$ cat src/rtl/hamming_symbol_encoder.sv
// hamming_symbol_encoder
//
// Streaming Hamming encoder for the FEC transmit path. Each accepted message
// is encoded into a Hamming codeword that is zero-padded to CODE_WIDTH bits.
// The codeword is then sent to the modulator as CODE_WIDTH/SYMBOL_WIDTH
// symbols, least-significant symbol first.
//
// Optional feature: define SECDED_EN to place overall even parity at
// codeword bit N (N = DATA_WIDTH+PARITY_BITS), giving SECDED. Without it,
// bit N stays 0 and the code is plain SEC.
//
// Ports:
//   clk        in   clock, all state changes on posedge
//   rst_n      in   asynchronous active-low reset
//   in_valid   in   message present on in_data
//   in_ready   out  encoder accepts a message this cycle
//   in_data    in   [DATA_WIDTH-1:0] message
//   out_valid  out  symbol present on out_data
//   out_ready  in   modulator consumes the symbol this cycle
//   out_data   out  [SYMBOL_WIDTH-1:0] current symbol
//   out_last   out  final symbol of the current codeword
//   words_sent out  [15:0] completed codewords, wraps at 0xFFFF
module hamming_symbol_encoder #(
    parameter int DATA_WIDTH   = 8,
    parameter int PARITY_BITS  = 4,
    parameter int CODE_WIDTH   = 16,
    parameter int SYMBOL_WIDTH = 4
) (
    input  logic                    clk,
    input  logic                    rst_n,
    input  logic                    in_valid,
    output logic                    in_ready,
    input  logic [DATA_WIDTH-1:0]   in_data,
    output logic                    out_valid,
    input  logic                    out_ready,
    output logic [SYMBOL_WIDTH-1:0] out_data,
    output logic                    out_last,
    output logic [15:0]             words_sent
);

    localparam int N       = DATA_WIDTH + PARITY_BITS;
    localparam int SYMBOLS = CODE_WIDTH / SYMBOL_WIDTH;
    localparam int CNT_W   = (SYMBOLS > 1) ? $clog2(SYMBOLS) : 1;
    localparam logic [CNT_W-1:0] LAST_CNT = CNT_W'(SYMBOLS - 1);

    typedef enum logic {IDLE, SHIFT} state_t;

    // Codeword position k (1-based) lives in bit k-1. Data bits fill the
    // non-power-of-two positions in ascending order. Check bit i (position
    // 2^i) covers every position whose index has bit i set. Parity positions
    // are still zero while the checks are computed, so they do not disturb
    // each other.
    function automatic logic [CODE_WIDTH-1:0] encode(input logic [DATA_WIDTH-1:0] d);
        logic [CODE_WIDTH-1:0] cw;
        logic [CODE_WIDTH-1:0] mask;
        logic [DATA_WIDTH-1:0] dsh;
        logic                  p;
        cw  = '0;
        dsh = d;
        for (int pos = 1; pos <= N; pos++) begin
            if ((pos & (pos - 1)) != 0) begin
                cw  = cw | (CODE_WIDTH'(dsh[0]) << (pos - 1));
                dsh = dsh >> 1;
            end
        end
        for (int i = 0; i < PARITY_BITS; i++) begin
            mask = '0;
            for (int pos = 1; pos <= N; pos++) begin
                if (((pos >> i) % 2) != 0) begin
                    mask = mask | (CODE_WIDTH'(1) << (pos - 1));
                end
            end
            p  = ^(cw & mask);
            cw = cw | (CODE_WIDTH'(p) << ((1 << i) - 1));
        end
`ifdef SECDED_EN
        // Only bits 0..N-1 can be set here, so reducing all of cw gives the
        // overall parity of the SEC codeword.
        cw = cw | (CODE_WIDTH'(^cw) << N);
`else
`endif
        return cw;
    endfunction

    state_t                  state_q, state_d;
    logic [CODE_WIDTH-1:0]   s1_q, s1_d;
    logic                    s1_valid_q, s1_valid_d;
    logic [CODE_WIDTH-1:0]   shift_q, shift_d;
    logic [CNT_W-1:0]        sym_cnt_q, sym_cnt_d;
    logic [15:0]             words_q, words_d;

    logic sym_hs;
    logic at_last;
    logic take_s1;
    logic accept;

    always_comb begin
        sym_hs  = (state_q == SHIFT) && out_ready;
        at_last = (state_q == SHIFT) && (sym_cnt_q == LAST_CNT);
        // Stage 2 takes the stage-1 word when idle, or on the handshake of
        // the final symbol, so consecutive codewords leave no bubble.
        take_s1  = s1_valid_q && ((state_q == IDLE) || (sym_hs && at_last));
        in_ready = !s1_valid_q || take_s1;
        accept   = in_valid && in_ready;

        // Stage 1: encode register
        s1_d       = s1_q;
        s1_valid_d = s1_valid_q;
        if (take_s1) begin
            s1_valid_d = 1'b0;
        end
        if (accept) begin
            s1_d       = encode(in_data);
            s1_valid_d = 1'b1;
        end

        // Stage 2: serializer
        state_d   = state_q;
        shift_d   = shift_q;
        sym_cnt_d = sym_cnt_q;
        words_d   = words_q;
        case (state_q)
            IDLE: begin
                if (s1_valid_q) begin
                    state_d   = SHIFT;
                    shift_d   = s1_q;
                    sym_cnt_d = '0;
                end
            end
            SHIFT: begin
                if (sym_hs) begin
                    if (at_last) begin
                        words_d   = words_q + 16'd1;
                        sym_cnt_d = '0;
                        if (s1_valid_q) begin
                            shift_d = s1_q;
                        end else begin
                            state_d = IDLE;
                            shift_d = '0;
                        end
                    end else begin
                        shift_d   = shift_q >> SYMBOL_WIDTH;
                        sym_cnt_d = sym_cnt_q + CNT_W'(1);
                    end
                end
            end
            default: state_d = IDLE;
        endcase
    end

    always_ff @(posedge clk or negedge rst_n) begin
        if (!rst_n) begin
            state_q    <= IDLE;
            s1_q       <= '0;
            s1_valid_q <= 1'b0;
            shift_q    <= '0;
            sym_cnt_q  <= '0;
            words_q    <= '0;
        end else begin
            state_q    <= state_d;
            s1_q       <= s1_d;
            s1_valid_q <= s1_valid_d;
            shift_q    <= shift_d;
            sym_cnt_q  <= sym_cnt_d;
            words_q    <= words_d;
        end
    end

    assign out_valid  = (state_q == SHIFT);
    assign out_data   = shift_q[SYMBOL_WIDTH-1:0];
    assign out_last   = at_last;
    assign words_sent = words_q;

endmodule

$ cat config.mk
export PLATFORM = sky130hd
export DESIGN_NAME = hamming_symbol_encoder
export DESIGN_NICKNAME = d
export VERILOG_FILES = /design/src/rtl/hamming_symbol_encoder.sv
export SDC_FILE = /design/constraint.sdc
export NUM_CORES = 1
export LEC_CHECK = 0
export ABC_CLOCK_PERIOD_IN_PS = 2000
export CAP_MARGIN = 5
export CORE_ASPECT_RATIO = 0.6
export CORE_UTILIZATION = 52
export DETAILED_ROUTE_END_ITERATION = 6
export PLACE_DENSITY = 0.86
export RECOVER_POWER = 50
export SLEW_MARGIN = 25
export SYNTH_ARGS = -nofsm -noshare
export SYNTH_HDL_FRONTEND = slang
export SYNTH_SLANG_ARGS = --single-unit
$ cat constraint.sdc
create_clock -name clk -period 2 [get_ports clk]
set_input_delay 0.4 -clock clk [delete_from_list [all_inputs] [get_ports clk]]
set_output_delay 0.4 -clock clk [all_outputs]
set_load 0.05 [all_outputs]
Word level (Yosys, flattened, before mapping):

Index checks and enable logic that the tools add are counted.
W data, S select, Z words.

* register bits: 52
* input port bits: 12
* logic and storage cells: 76

* $add $sub $neg: 2
* equal/unequal tests: 3
* muxes and demuxes: 34
* bitwise logic cells: 16
* reductions and logical operators: 15

Operator list (count)
* $mux W16: 16
* $and A16 B16 Y16: 4
* $reduce_xor A16 Y1: 4
* $pmux W16 S2: 1
* $add A16 B1 Y16 const B: 1
* $or A16 B1 Y16: 1
* $or A16 B10 Y16: 1
* $or A16 B11 Y16: 1
* $or A16 B12 Y16: 1
* $or A16 B2 Y16: 1
* $or A16 B4 Y16: 1
* $or A16 B5 Y16: 1
* $or A16 B6 Y16: 1
* $or A16 B7 Y16: 1
* $or A16 B8 Y16: 1
* $or A16 B9 Y16: 1
* $mux W2: 4
* $mux W7: 1
* $mux W1: 6
* $mux W6: 1
* $logic_and A1 B1 Y1: 5
* $mux W5: 1
* $mux W4: 1
* $pmux W2 S2: 1
* 12 further kinds: 13

Longest topological paths before layout:

* depth in word-level cells: 34
* depth in mapped cells: 7

Worst setup path before layout:

No wires, ideal clock.

* kind: reg2reg
* from: register state_q (netlist: out_valid)
* to: register words_q[10] (netlist: words_sent[10])
* library setup time: 0.141 ns
* data arrival time: 1.657 ns
* data required time: 1.859 ns
* slack: 0.202 ns
* cell stages (with the launch flop): 6
* path buffers: 1
* clock period less this slack: 1.798 ns
* path through: dfrtp_1 -> buf_2 -> nand4_1 -> nor3_2 -> nand3_1 -> xnor2_1

* cells in the longest elaborated chain, start to end: 2

RTL lines
* start, declared: line 85 `state_t state_q, state_d;`
* start signal, assigned: line 160 `state_q <= state_d;`
* $logic_and A1 B1 Y1, on equally long branches: line 99, 98
* $reduce_and A3 Y1 (no source line) (*)
* end signal, assigned: line 165 `words_q <= words_d;`
* end, declared: line 90 `logic [15:0] words_q, words_d;`

Every way passes the cells marked *; elsewhere a longest branch is shown, timed or not.
A chain may end at the register's enable or synchronous reset.

Worst setup path after layout:

* from: register words_q[5] (netlist: words_sent[5])
* to: output words_sent[5]

RTL lines
* end, declared: line 38 `output logic [15:0] words_sent`

No word-level cell between the ends.

==> results.py <==
metrics = {
    "outcome": {
        "outcome": "finished, final reports clean",
    },
    "power_and_ir_drop": {
        "power.density_cell_area_nw_per_um2": 1270,
        "cellLeakagePower_uw": 0.00110,
        "finalPower_uw": 3080,
        "vdd_ir_drop_max_mv": 0.869,
    },
    "logic_synthesis": {
        "synthesis.instances": 167,
        "synth-main-ff-cell": "sky130_fd_sc_hd__dfrtp_1",
        "synth.largest_area_cell": "sky130_fd_sc_hd__dfrtp_1",
        "ranking_of_synthesized_cells_by_instance_count": "sky130_fd_sc_hd__dfrtp_1, sky130_fd_sc_hd__nand2_1, sky130_fd_sc_hd__xnor2_1, sky130_fd_sc_hd__o21ai_0, sky130_fd_sc_hd__xor2_1",
        "synth.most_common_cell": "sky130_fd_sc_hd__dfrtp_1",
        "synthArstFlopShare_pct": 100,
        "mappedNetlistNets": 181,
        "synth_area_per_cell_um2": 11.9,
        "synth_enable_flop_cells": 0,
        "synth-seq-cells": 44,
        "synth_warnings": 0,
        "synth.top_cells.by_area": "sky130_fd_sc_hd__dfrtp_1, sky130_fd_sc_hd__xnor2_1, sky130_fd_sc_hd__nand2_1, sky130_fd_sc_hd__mux2_2, sky130_fd_sc_hd__xor2_1",
        "synth.yosys.seq_area_share_pct": 55.6,
        "post-synth-top-area-fraction_pct": 55.6,
        "synthesis.area_um2": 1980,
        "number_of_different_library_cells_in_the_post_synthesis_netlist": 31,
    },
    "die": {
        "chipWidth_um": 81.7,
        "coreArea_um2": 3440,
        "die_area_um2": 4070,
        "placement_rows": 16,
        "die_h_um": 49.8,
        "io_pins": 35,
        "initial_core_util_pct": 57.5,
    },
    "drt": {
        "drt-pass1-iter-count": 4,
        "drc_errors": 0,
        "route.final.wire_length_mm": 4.28,
        "vias_per_cell": 5.66,
        "antenna_violating_nets_post_route": 0,
        "vias": 1410,
        "route.detailed.wl_per_inst_um": 17.2,
        "drt_first_iter_violations": 135,
    },
    "sta": {
        "rsz0062_at_grt": "false",
        "post-route-period-util_pct": 98.6,
        "final-hold-violation-count": 0,
        "timing_worst_slew_pin_value_ns": 1.05,
        "tightest_slew_margin_relative_to_the_limit_pct": 29.8,
        "maxSlewViolCount": 0,
        "timing.final.crit_period_ns": 1.97,
        "fin_hold_ws_ns": 0.364,
        "report.final.setup_viol": 0,
        "skew_ns": 0.00385,
        "fmax_ghz": 0.507,
    },
    "cells_and_area": {
        "layout-area-overhead-vs-synth_pct": 23.0,
        "utilization_pct": 70.7,
        "n_fill_cell": 241,
        "finalNonFillerCells": 249,
        "num-nets-final": 218,
        "antenna-diode-count": 0,
        "drive_above_1_share_pct": 12.7,
        "stdcell_area_um2": 2440,
    },
    "clocking": {
        "tritoncts": "yes",
        "tritoncts.num_buffers": 5,
        "htree_num_levels": 2,
        "clock-root-buffer": "sky130_fd_sc_hd__clkbuf_8",
        "clock_sinks": 44,
        "bufs_on_longest_clock_path": 2,
        "postCtsSetupRepairBufs": 0,
        "cts.hold.buffers_added": 0,
        "insertion_delay_ns": 0.29,
        "clkSlewWorstSetupHoldPaths_ns": 0.08,
    },
    "grt": {
        "grt_max_degree": 45,
        "first_global_vias": 1386,
        "antenna_found_initial": 0,
        "wire_length_of_the_first_global_routing_pass_mm": 7.02,
        "gr-total-overflow": 0,
        "track_usage_pct": 24.3,
    },
    "worst_setup_path": {
        "cp_cell_sequence": "clkdlybuf4s50_1",
        "worst-setup-path-type": "flip-flop to primary output",
        "cp_max_fo": 5,
        "cp.arrival_ns": 1.57,
        "cp_top_family": "buffers and inverters",
        "critical_path.startpoint_type": "flip-flop",
        "crit_path_top_delay_cell": "sky130_fd_sc_hd__clkdlybuf4s50_1",
        "critical_path_required_ns": 1.60,
        "worst-path-buf-inv": 1,
        "timing.critical_path.to_type": "primary output",
        "worst_path_largest_cell_delay_ns": 0.84,
    },
    "placement": {
        "hpwl_mm": 3.21,
        "place.detailed.instances": 242,
        "io_buffers": 34,
        "gp_routability_congestion": 0.861,
        "placed_area_um2": 2370,
    },
    "min_path": {
        "hold_path.class": "input port to asynchronous set/reset pin",
    },
    "job": {
        "max-cap-violations": 0,
    },
}
cell usage in the layout (no fill, tap or decap), drive strengths merged:
cell	count
ha	2
nand4	2
nand3	6
dfrtp	44
nor2	3
clkinv	1
nor3	2
clkdlybuf4s50	27
xor2	9
nand2	22
mux2	9
dlymetal6s2s	1
inv	1
and4	3
nor2b	1
a21o	1
dlygate4sd2	1
o21ai	12
xnor2	19
mux2i	1
and2	1
a22oi	8
buf	6
a21oi	1
nor4	1
dlygate4sd3	1
and3	2
a31o	1
a32o	1
clkbuf	10
a22o	5
layer usage:
metal / vias to the layer above / share of wire [%] / GRT usage (%)
li1: 649 / - / -
met1: 687 / 45 / 34.5
met2: 65 / 46 / 35.7
met3: 9 / 7.2 / 6.11
met4: 0 / 1.9 / 9.36
met5: - / 0 / 0
flip-flops by register name, summed over array words and instances (netlist names):
signal	count
words_sent	16
sym_cnt_q	2
out_valid	1
shift_q	12
s1_valid_q	1
s1_q	12
worst paths after layout:
path	from	end	slack, ns	cells past startpoint
min	rst_n	words_sent[3]	0.36	2
min reg2reg	words_sent[15]	words_sent[15]	0.47	1
max	words_sent[5]	words_sent[5]	0.03	1
min in group clk	words_sent[15]	words_sent[15]	0.47	1
max in group asynchronous	rst_n	shift_q[11]	0.98	2
max reg2reg	out_valid	words_sent[11]	0.13	4
cell type report:
cell class	instances	area (um^2)	share of cell area, %
Multi-Input combinational cell	112	811	33.3
Sequential cell	44	1100	45.2
Clock buffer	6	72.6	2.98
Tap cell	45	56.3	2.31
Inverter	1	3.75	0.154
Clock inverter	1	5.00	0.205
Timing Repair Buffer	40	387	15.9
through the flow:
step           setup slack [ns]  TNS [ns]
2_1_floorplan             0.202         0
3_3_place_gp             0.0823         0
3_5_place_dp            -0.0653   -0.0653
4_1_cts                  0.0142         0
5_1_grt                 0.00304         0
6_report                 0.0281         0
worst register-to-register path: cells and delay by family (launching register included):
family / cells / cell delay [ns]
simple gates: 3 / 1.01
flops: 1 / 0.61
xor+xnor: 1 / 0.17
report_power, final:
| part | internal, uW | total (uW) | switching, uW | leakage (uW) |
|---|---|---|---|---|
| clock | 238 | 517 | 280 | 0.0000410 |
| sequential | 1160 | 1390 | 230 | 0.000566 |
| combinational | 511 | 1170 | 663 | 0.000490 |
repair_timing:
| item | CTS | global route |
|---|---|---|
| pin swaps | 0 | 0 |
| endpoints found under the setup margin | 1 | 2 |
| gates resized for setup | 1 | 2 |
cell families after synthesis:
family / count (synthesis) / synth area share, %
fa+ha+maj: 2 / 1.26
flops: 44 / 55.6
compound gates: 29 / 9.85
mux: 10 / 6.00
xor+xnor: 28 / 12.4
simple gates: 43 / 11.6
buf+inv: 11 / 3.35
(Power assumes the default switching activity.)
